File: config.mk
export PLATFORM = sky130hd
export DESIGN_NAME = imem_fetch_unit
export DESIGN_NICKNAME = d
export VERILOG_FILES = /design/src/rtl/fetch_pkg.sv /design/src/rtl/fetch_fifo.sv /design/src/rtl/imem_fetch_unit.sv
export SDC_FILE = /design/constraint.sdc
export NUM_CORES = 1
export LEC_CHECK = 0
export BUFFER_PORTS_ARGS = -buffer_cell sky130_fd_sc_hd__clkbuf_2
export CAP_MARGIN = 20
export CORE_UTILIZATION = 56
export CTS_BUF_LIST = sky130_fd_sc_hd__clkbuf_16
export CTS_CLUSTER_DIAMETER = 60
export DETAILED_ROUTE_END_ITERATION = 12
export PLACE_DENSITY = 0.87
export SYNTH_ARGS = -nofsm -noshare
export SYNTH_HDL_FRONTEND = slang
export SYNTH_SLANG_ARGS = --single-unit
File: constraint.sdc
create_clock -name clk -period 3.65 [get_ports clk]
set_input_delay 0.73 -clock clk [delete_from_list [all_inputs] [get_ports clk]]
set_output_delay 0.73 -clock clk [all_outputs]
set_load 0.01 [all_outputs]
File: src/rtl/fetch_pkg.sv
// Shared types and helpers for the instruction-fetch front end.
package fetch_pkg;

    localparam int unsigned INST_W = 32;
    localparam int unsigned PC_W   = 32;

    localparam logic [31:0] NOP_INST = 32'h0000_0013;

    typedef struct packed {
        logic [INST_W-1:0] inst;
        logic [PC_W-1:0]   pc;
        logic              fault;
    } fetch_entry_t;

    // A PC is unusable when it is not word aligned or lies beyond the memory window.
    function automatic logic pc_is_bad(input logic [63:0] pc, input int unsigned max_bit);
        return (pc[1:0] != 2'b00) || ((pc >> (max_bit + 1)) != 64'd0);
    endfunction

endpackage

File: src/rtl/fetch_fifo.sv
// Small synchronous FIFO with flush; head is visible combinationally from storage.
module fetch_fifo #(
    parameter int unsigned DEPTH = 2,
    parameter int unsigned WIDTH = 8
) (
    input  logic                       clk,
    input  logic                       rst_n,
    input  logic                       flush,
    input  logic                       push,
    input  logic                       pop,
    input  logic [WIDTH-1:0]           din,
    output logic [WIDTH-1:0]           head,
    output logic [$clog2(DEPTH):0]     count
);

    localparam int unsigned PTR_W = $clog2(DEPTH);
    localparam int unsigned CNT_W = PTR_W + 1;

    logic [WIDTH-1:0] mem_q [DEPTH];
    logic [PTR_W-1:0] wr_ptr;
    logic [PTR_W-1:0] rd_ptr;

    assign head = mem_q[rd_ptr];

    // Storage is reset so the head reads as zero out of reset.
    always_ff @(posedge clk or negedge rst_n) begin
        if (!rst_n) begin
            for (int i = 0; i < int'(DEPTH); i++) begin
                mem_q[i] <= '0;
            end
            wr_ptr <= '0;
            rd_ptr <= '0;
            count  <= '0;
        end else if (flush) begin
            wr_ptr <= '0;
            rd_ptr <= '0;
            count  <= '0;
        end else begin
            if (push) begin
                mem_q[wr_ptr] <= din;
                wr_ptr        <= wr_ptr + PTR_W'(1);
            end
            if (pop) begin
                rd_ptr <= rd_ptr + PTR_W'(1);
            end
            count <= count + CNT_W'(push) - CNT_W'(pop);
        end
    end

    // Upstream credit accounting must never push into a full buffer without a pop.
    assert property (@(posedge clk) disable iff (!rst_n)
        !(push && !pop && !flush && (count == CNT_W'(DEPTH))));

endmodule

File: src/rtl/imem_fetch_unit.sv
// Instruction-fetch front end: PC sequencer, I-MEM request issue, credit-limited output buffer.
module imem_fetch_unit
    import fetch_pkg::*;
#(
    parameter int unsigned INST_WIDTH_LENGTH = 32,
    parameter int unsigned PC_WIDTH_LENGTH   = 32,
    parameter int unsigned MAX_MEM_DEPTH_BIT = 18,
    parameter logic [PC_WIDTH_LENGTH-1:0] RESET_PC = '0,
    parameter int unsigned FIFO_DEPTH        = 2
) (
    input  logic                           clk,
    input  logic                           rst_n,
    output logic                           mem_req,
    output logic [MAX_MEM_DEPTH_BIT-2:0]   mem_addr,
    input  logic [INST_WIDTH_LENGTH-1:0]   mem_rdata,
    input  logic                           redirect_valid,
    input  logic [PC_WIDTH_LENGTH-1:0]     redirect_pc,
    output logic                           out_valid,
    input  logic                           out_ready,
    output logic [INST_WIDTH_LENGTH-1:0]   out_inst,
    output logic [PC_WIDTH_LENGTH-1:0]     out_pc,
    output logic                           out_fault
);

    localparam int unsigned CNT_W   = $clog2(FIFO_DEPTH) + 1;
    localparam int unsigned CR_W    = CNT_W + 1;
    localparam int unsigned ENTRY_W = INST_WIDTH_LENGTH + PC_WIDTH_LENGTH + 1;

    logic [PC_WIDTH_LENGTH-1:0] fetch_pc;
    logic [PC_WIDTH_LENGTH-1:0] pending_pc;
    logic                       pending_fault;
    logic                       inflight;
    logic                       halted;

    logic [CNT_W-1:0]   count;
    logic [ENTRY_W-1:0] head;
    logic [ENTRY_W-1:0] push_data_c;
    logic [CR_W-1:0]    credit_c;
    logic               pop_c;
    logic               push_c;
    logic               issue_c;
    logic               pc_bad_c;

    assign pc_bad_c = pc_is_bad(64'(fetch_pc), MAX_MEM_DEPTH_BIT);
    assign pop_c    = out_valid && out_ready;
    // Slots already promised (buffered plus in flight) must leave room after this cycle's pop.
    assign credit_c = CR_W'(count) + CR_W'(inflight) - CR_W'(pop_c);
    assign issue_c  = !halted && !redirect_valid && (credit_c < CR_W'(FIFO_DEPTH));

    // Request is held low while reset is asserted, independent of the clock.
    assign mem_req  = rst_n && issue_c && !pc_bad_c;
    assign mem_addr = fetch_pc[MAX_MEM_DEPTH_BIT:2];

    assign push_c      = inflight && !redirect_valid;
    assign push_data_c = pending_fault ? {INST_WIDTH_LENGTH'(NOP_INST), pending_pc, 1'b1}
                                       : {mem_rdata, pending_pc, 1'b0};

    assign out_valid = (count != '0) && !redirect_valid;
    assign {out_inst, out_pc, out_fault} = head;

    // PC sequencer: redirect wins; a bad PC becomes a fault slot and stops fetch.
    always_ff @(posedge clk or negedge rst_n) begin
        if (!rst_n) begin
            fetch_pc      <= RESET_PC;
            pending_pc    <= '0;
            pending_fault <= 1'b0;
            inflight      <= 1'b0;
            halted        <= 1'b0;
        end else if (redirect_valid) begin
            fetch_pc <= redirect_pc;
            halted   <= 1'b0;
            inflight <= 1'b0;
        end else begin
            inflight <= issue_c;
            if (issue_c) begin
                pending_pc    <= fetch_pc;
                pending_fault <= pc_bad_c;
                if (pc_bad_c) begin
                    halted <= 1'b1;
                end else begin
                    fetch_pc <= fetch_pc + PC_WIDTH_LENGTH'(4);
                end
            end
        end
    end

    fetch_fifo #(
        .DEPTH (FIFO_DEPTH),
        .WIDTH (ENTRY_W)
    ) u_fifo (
        .clk   (clk),
        .rst_n (rst_n),
        .flush (redirect_valid),
        .push  (push_c),
        .pop   (pop_c),
        .din   (push_data_c),
        .head  (head),
        .count (count)
    );

endmodule

**After elaboration in Yosys (flattened, before gate mapping)**

Cells that the tools add are included.
Widths: inputs -> output; s select.

- Memories kept: 0
- Latch bits: 0
- Input port bits: 68
- Bits in writable memories: 0
- Logic and storage cells: 67
- Bits in read-only memories: 0
- Flip-flop bits (word level): 201

- Reduce and logical (&&, ||, !) cells: 23
- $lt $le $gt $ge: 4
- $add $sub $neg: 7
- Multiply operators: 0
- Shift operators: 0
- Bitwise operators: 3
- Equality and inequality tests: 1
- Div/mod/pow operators: 0
- Multiplexer cells: 19

Operators by type and width:

| cell | count |
|---|---|
| $mux 65 | 5 |
| $bwmux 130 | 1 |
| $mux 32 | 3 |
| $demux 65 s1 | 1 |
| $reduce_bool 64->1 | 1 |
| $add 32x3->32 const B | 1 |
| $reduce_bool 2->1 | 6 |
| $logic_and 1x1->1 | 8 |
| $mux 1 | 8 |
| $reduce_and 2->1 | 4 |
| $ge 2x2->1 const B | 2 |
| $not 1->2 | 2 |
| $add 2x1->3 | 1 |
| $logic_not 1->1 | 3 |
| $lt 3x2->1 const B | 1 |
| $sub 3x1->3 | 1 |
| $add 1x1->1 const B | 2 |
| $add 2x1->2 | 1 |
| $lt 2x1->1 const B | 1 |
| $mux 2 | 1 |
| $ne 2x2->1 const B | 1 |
| $sub 2x1->2 | 1 |
| $logic_or 1x1->1 | 1 |
| $not 1->1 | 1 |

**Logic depth before layout (Yosys ltp)**

- Depth in word-level cells: 8
- Depth in mapped cells: 14
- Gate-level depth less buffers: 14

**Hierarchy**

A second synthesis with hierarchy kept.

- Cells, all modules: 741
- Area, all modules: 9271.4 um2

By module, submodules not included:

| module | area each (um2) | sequential area each (um2) | times used | cells each |
|---|---|---|---|---|
| fetch_fifo | 5831.8 | 3353.2 | 1 | 363 |
| imem_fetch_unit | 3439.5 | 1676.6 | 1 | 378 |

**Least setup slack after synthesis**

No wires, ideal clock.

- Path kind: input -> output
- From: in redirect_valid
- To: out mem_req
- Cell stages on the path: 12
- Data required time: 2.920 ns
- Buffers on the path: 1
- Data arrival time: 2.820 ns
- Path slack: 0.100 ns
- Cells stage by stage: buf_2 a21oi_1 nand2_1 inv_1 ha_1 inv_1 nand2_1 fa_1 nor3b_2 nand2_1 inv_2 and3_1

- Longest elaborated chain between the ends: 8
- Elaborated cells between the ends (all ways): 9
- Classes of those cells: add/sub (1); order compare (1); reduce/logical (7)

RTL lines:

| what | line | RTL |
|---|---|---|
| start, declared | imem_fetch_unit.sv:16 | `input logic redirect_valid,` |
| $logic_not 1->1 | imem_fetch_unit.sv:58 | `assign out_valid = (count != '0) && !redirect_valid;` |
| $logic_and 1x1->1 | imem_fetch_unit.sv:58 |  |
| named net out_valid | imem_fetch_unit.sv:18 | `output logic out_valid,` |
| $logic_and 1x1->1 | imem_fetch_unit.sv:45 | `assign pop_c = out_valid && out_ready;` |
| $sub 3x1->3 | imem_fetch_unit.sv:47 | `assign credit_c = CR_W'(count) + CR_W'(inflight) - CR_W'(pop_c);` |
| $lt 3x2->1 | imem_fetch_unit.sv:48 | `assign issue_c = !halted && !redirect_valid && (credit_c < CR_W'(FIFO_DEPTH));` |
| $logic_and 1x1->1 | imem_fetch_unit.sv:48 |  |
| $logic_and 1x1->1 (2 in a row) | imem_fetch_unit.sv:51 | `assign mem_req = rst_n && issue_c && !pc_bad_c;` |
| end, declared | imem_fetch_unit.sv:13 | `output logic mem_req,` |

The timed path passes the listed nets, and every way through them passes these cells.

**Final worst setup path**

- From: reg u_fifo.count[1]
- To: out mem_req

- Longest elaborated chain between the ends: 8
- Elaborated cells between the ends (all ways): 9
- Classes of those cells: add/sub (2); order compare (1); reduce/logical (6)

RTL lines:

| what | line | RTL |
|---|---|---|
| start, declared | fetch_fifo.sv:13 | `output logic [$clog2(DEPTH):0] count` |
| start signal, assigned | fetch_fifo.sv:46 | `count <= count + CNT_W'(push) - CNT_W'(pop);` |
| branches (longest 3 deep; another with $add 2x1->3) | - |  |
| $sub 3x1->3 (*) | imem_fetch_unit.sv:47 |  |
| $lt 3x2->1 (*) | imem_fetch_unit.sv:48 |  |
| $logic_and 1x1->1 (*) | imem_fetch_unit.sv:48 |  |
| $logic_and 1x1->1 (*) (2 in a row) | imem_fetch_unit.sv:51 |  |

Mark *: on every way between the ends.

==> impl_metrics.env <==
export IMPL_drive_above_1_share_pct=36.9
export IMPL_crit_type="reg2out"
export IMPL_antenna_left=0
export IMPL_port_buffers=151
export IMPL_critical_path_top_delay_family="adder cells"
export IMPL_place_congestion=0.826
export IMPL_slew_viol_final=0
export IMPL_ys_seq_area_share_pct=56.8
export IMPL_slew_headroom_pct=46.1
export IMPL_cap_violations=0
export IMPL_grt_max_degree=159
export IMPL_crit_required_ns=2.92
export IMPL_die_area_um2=16300
export IMPL_via_count=6228
export IMPL_fin_setup_tns_ns=0
export IMPL_start_util_pct=57.8
export IMPL_htreeDepth=1
export IMPL_final_common_cell="nand2_1"
export IMPL_grt_pass1_vias=6130
export IMPL_ys_seq_elements=201
export IMPL_grt_use_total_pct=24.2
export IMPL_grt_pass1_wl_mm=31.3
export IMPL_drt_iter0_drc=370
export IMPL_power_mw=7.55
export IMPL_wl_mm=19.1
export IMPL_final_util_pct=67.6
export IMPL_cts_sinks=201
export IMPL_yosysTopAreaCellShare_pct=56.8
export IMPL_multiInputGateArea_um2=3490
export IMPL_ys_warn_count=0
export IMPL_setup_viol=0
export IMPL_syn_avg_cell_area_um2=11.1
export IMPL_die_h_um=128
export IMPL_final_hold_viol_count=0
export IMPL_period_share_pct=97.1
export IMPL_clock_root_buffer="clkbuf_16"
export IMPL_drc=0
export IMPL_antennaDiodeCount=0
export IMPL_p_leak_nw=5.05
export IMPL_clk_insertion_delay_late_ns=0.50
export IMPL_rows=45
export IMPL_synth_edff_count=0
export IMPL_syn_to_final_growth_pct=17.1
export IMPL_outcome="completed"
export IMPL_grt_ovfl_total=0
export IMPL_clock_fmax_ghz=0.282
export IMPL_synth_cells=794
export IMPL_die_w_um=128
export IMPL_critPathCaptureType="output port"
export IMPL_layout_common_cells="nand2_1 (206), dfrtp_1 (200), clkbuf_2 (150)"
export IMPL_ys_types=41
export IMPL_path_clk_slew_ns=0.06
export IMPL_fin_nets=992
export IMPL_hpwl_mm=12.2
export IMPL_arrival_ns=2.82
export IMPL_routedWlPerCell_um=16.7
export IMPL_ir_worst_vdd_mv=0.355
export IMPL_io_pin_count=152
export IMPL_skew_ns=0.0216
export IMPL_synth_nets=867
export IMPL_routed_via_density=5.44
export IMPL_synthTopCellsByArea="dfrtp_1 (57%), mux2_2 (18%), nand2_1 (8.8%)"
export IMPL_hold_path_class="in2async"
export IMPL_p_per_area_nw_per_um2=729
export IMPL_critPathLaunchType="register"
export IMPL_cts_buffers=21
export IMPL_nFillCells=1142
export IMPL_final_cells=1145
export IMPL_worstMarginPinSlew_ns=0.809
export IMPL_min_period_ns=3.55
export IMPL_max_stage_delay_ns=0.48
export IMPL_ys_flop_type="dfrtp_1"
export IMPL_seq_area_um2=5030
export IMPL_firstDrtPassIters=5
export IMPL_yosysTopAreaCell="dfrtp_1"
export IMPL_crit_chain="inv_1 > a21oi_2 > nand2_1 > inv_1 > ha_1 > inv_1 > nand2_1 > fa_1 > nor3b_2 > nand2_1 > inv_2 > and3_1 > clkbuf_2"
export IMPL_slowest_stage="fa_1"
export IMPL_cp_num_buf_inv=5
export IMPL_antenna_found_initial=0
export IMPL_dp_cells=1105
export IMPL_cts_tree="built"
export IMPL_async_reset_ff_share_pct=100
export IMPL_core_area_um2=15300
export IMPL_netlist_area_um2=8850
export IMPL_cts_path_max_buffers=3
export IMPL_cp_max_fo=4
-- flip-flops by register name, summed over array words and instances (netlist names) --
name,flops
u_fifo.count,2
u_fifo.rd_ptr,1
u_fifo.wr_ptr,1
inflight,1
halted,1
u_fifo.mem_q,130
pending_pc,32
pending_fault,1
fetch_pc,32
-- stage by stage --
step | setup WS, ns | hold WS [ns] | instance area, µm²
6_report | 0.104 | 0.160 | 10400
5_1_grt | -0.0670 | 0.185 | 10400
4_1_cts | 0.0409 | 0.164 | 10300
3_5_place_dp | 0.252 | 0.466 | 9710
3_3_place_gp | 0.337 | 0.457 | 9680
2_1_floorplan | 0.100 | 0.434 | 8850
-- area by class of cell --
class	instances	share of cell area (%)
clock buffers	21	5.07
clock inverters	17	0.990
repair buffers	163	8.81
inverters	10	0.362
multi-input cells	522	33.7
flip-flops and latches	201	48.6
well taps	211	2.55
-- where the power goes --
part	leakage [nW]	internal [mW]	switching [mW]
combinational	2.13	1.08	1.14
clock	0.331	1.12	0.836
sequential	2.59	2.91	0.474
-- per-layer routing --
| metal | track usage [%] | part of all wire [%] | wire length (µm) | vias up |
|---|---|---|---|---|
| met5 | 0 | 0 | 0 | - |
| met4 | 7.20 | 2.1 | 403 | 0 |
| met3 | 4.38 | 6.4 | 1230 | 41 |
| met2 | 39.3 | 47 | 9060 | 211 |
| met1 | 33.4 | 44 | 8440 | 3042 |
| li1 | - | - | - | 2934 |
-- worst paths after layout --
path                             startpoint                end  slack, ns  cells past startpoint
setup reg to reg            u_fifo.count[1]       fetch_pc[13]       0.68                     14
setup / recovery            u_fifo.count[1]            mem_req       0.10                     13
hold / removal                        rst_n        fetch_pc[9]       0.16                      1
max in group asynchronous             rst_n  u_fifo.mem_q[105]       2.35                      2
min in group clk            redirect_pc[18]       fetch_pc[18]       0.44                      3
hold reg to reg            u_fifo.mem_q[35]   u_fifo.mem_q[35]       0.47                      2
-- synthesized netlist by cell type, types with 2 or more instances --
master	count
a21oi_1	4
a221o_1	3
and3_1	2
and4_1	4
buf_1	7
buf_2	11
buf_4	17
clkbuf_1	25
dfrtp_1	201
ha_1	4
inv_1	9
mux2_2	145
nand2_1	207
nand2b_1	2
nand3_1	8
nand4_1	6
nor2_1	9
nor2b_1	4
nor3_1	9
nor4_1	2
nor4_2	4
o211ai_1	2
o21ai_0	74
o21ai_1	6
o21bai_1	2
o311ai_1	2
xnor2_1	9
xor2_1	3
-- kinds of logic (layout without fill, tap and decap cells) --
kind of cell / after synthesis / after routing / synth area share, %
AOI/OAI and AO/OA: 97 / 97 / 5.97
xor gates and xnor gates: 12 / 12 / 1.19
adders and majority gates: 5 / 5 / 0.792
buffers and inverters: 71 / 211 / 3.97
DFF: 201 / 201 / 56.8
muxes: 146 / 146 / 18.6
and+or+nand+nor: 262 / 262 / 12.7
-- repair_timing --
| item | CTS | global route |
|---|---|---|
| hold buffers | 0 | 0 |
| resized for setup | 0 | 1 |
| setup endpoints to repair | 0 | 1 |
| setup buffers | 0 | 2 |
Note: power is estimated with default switching activity, not from simulation.
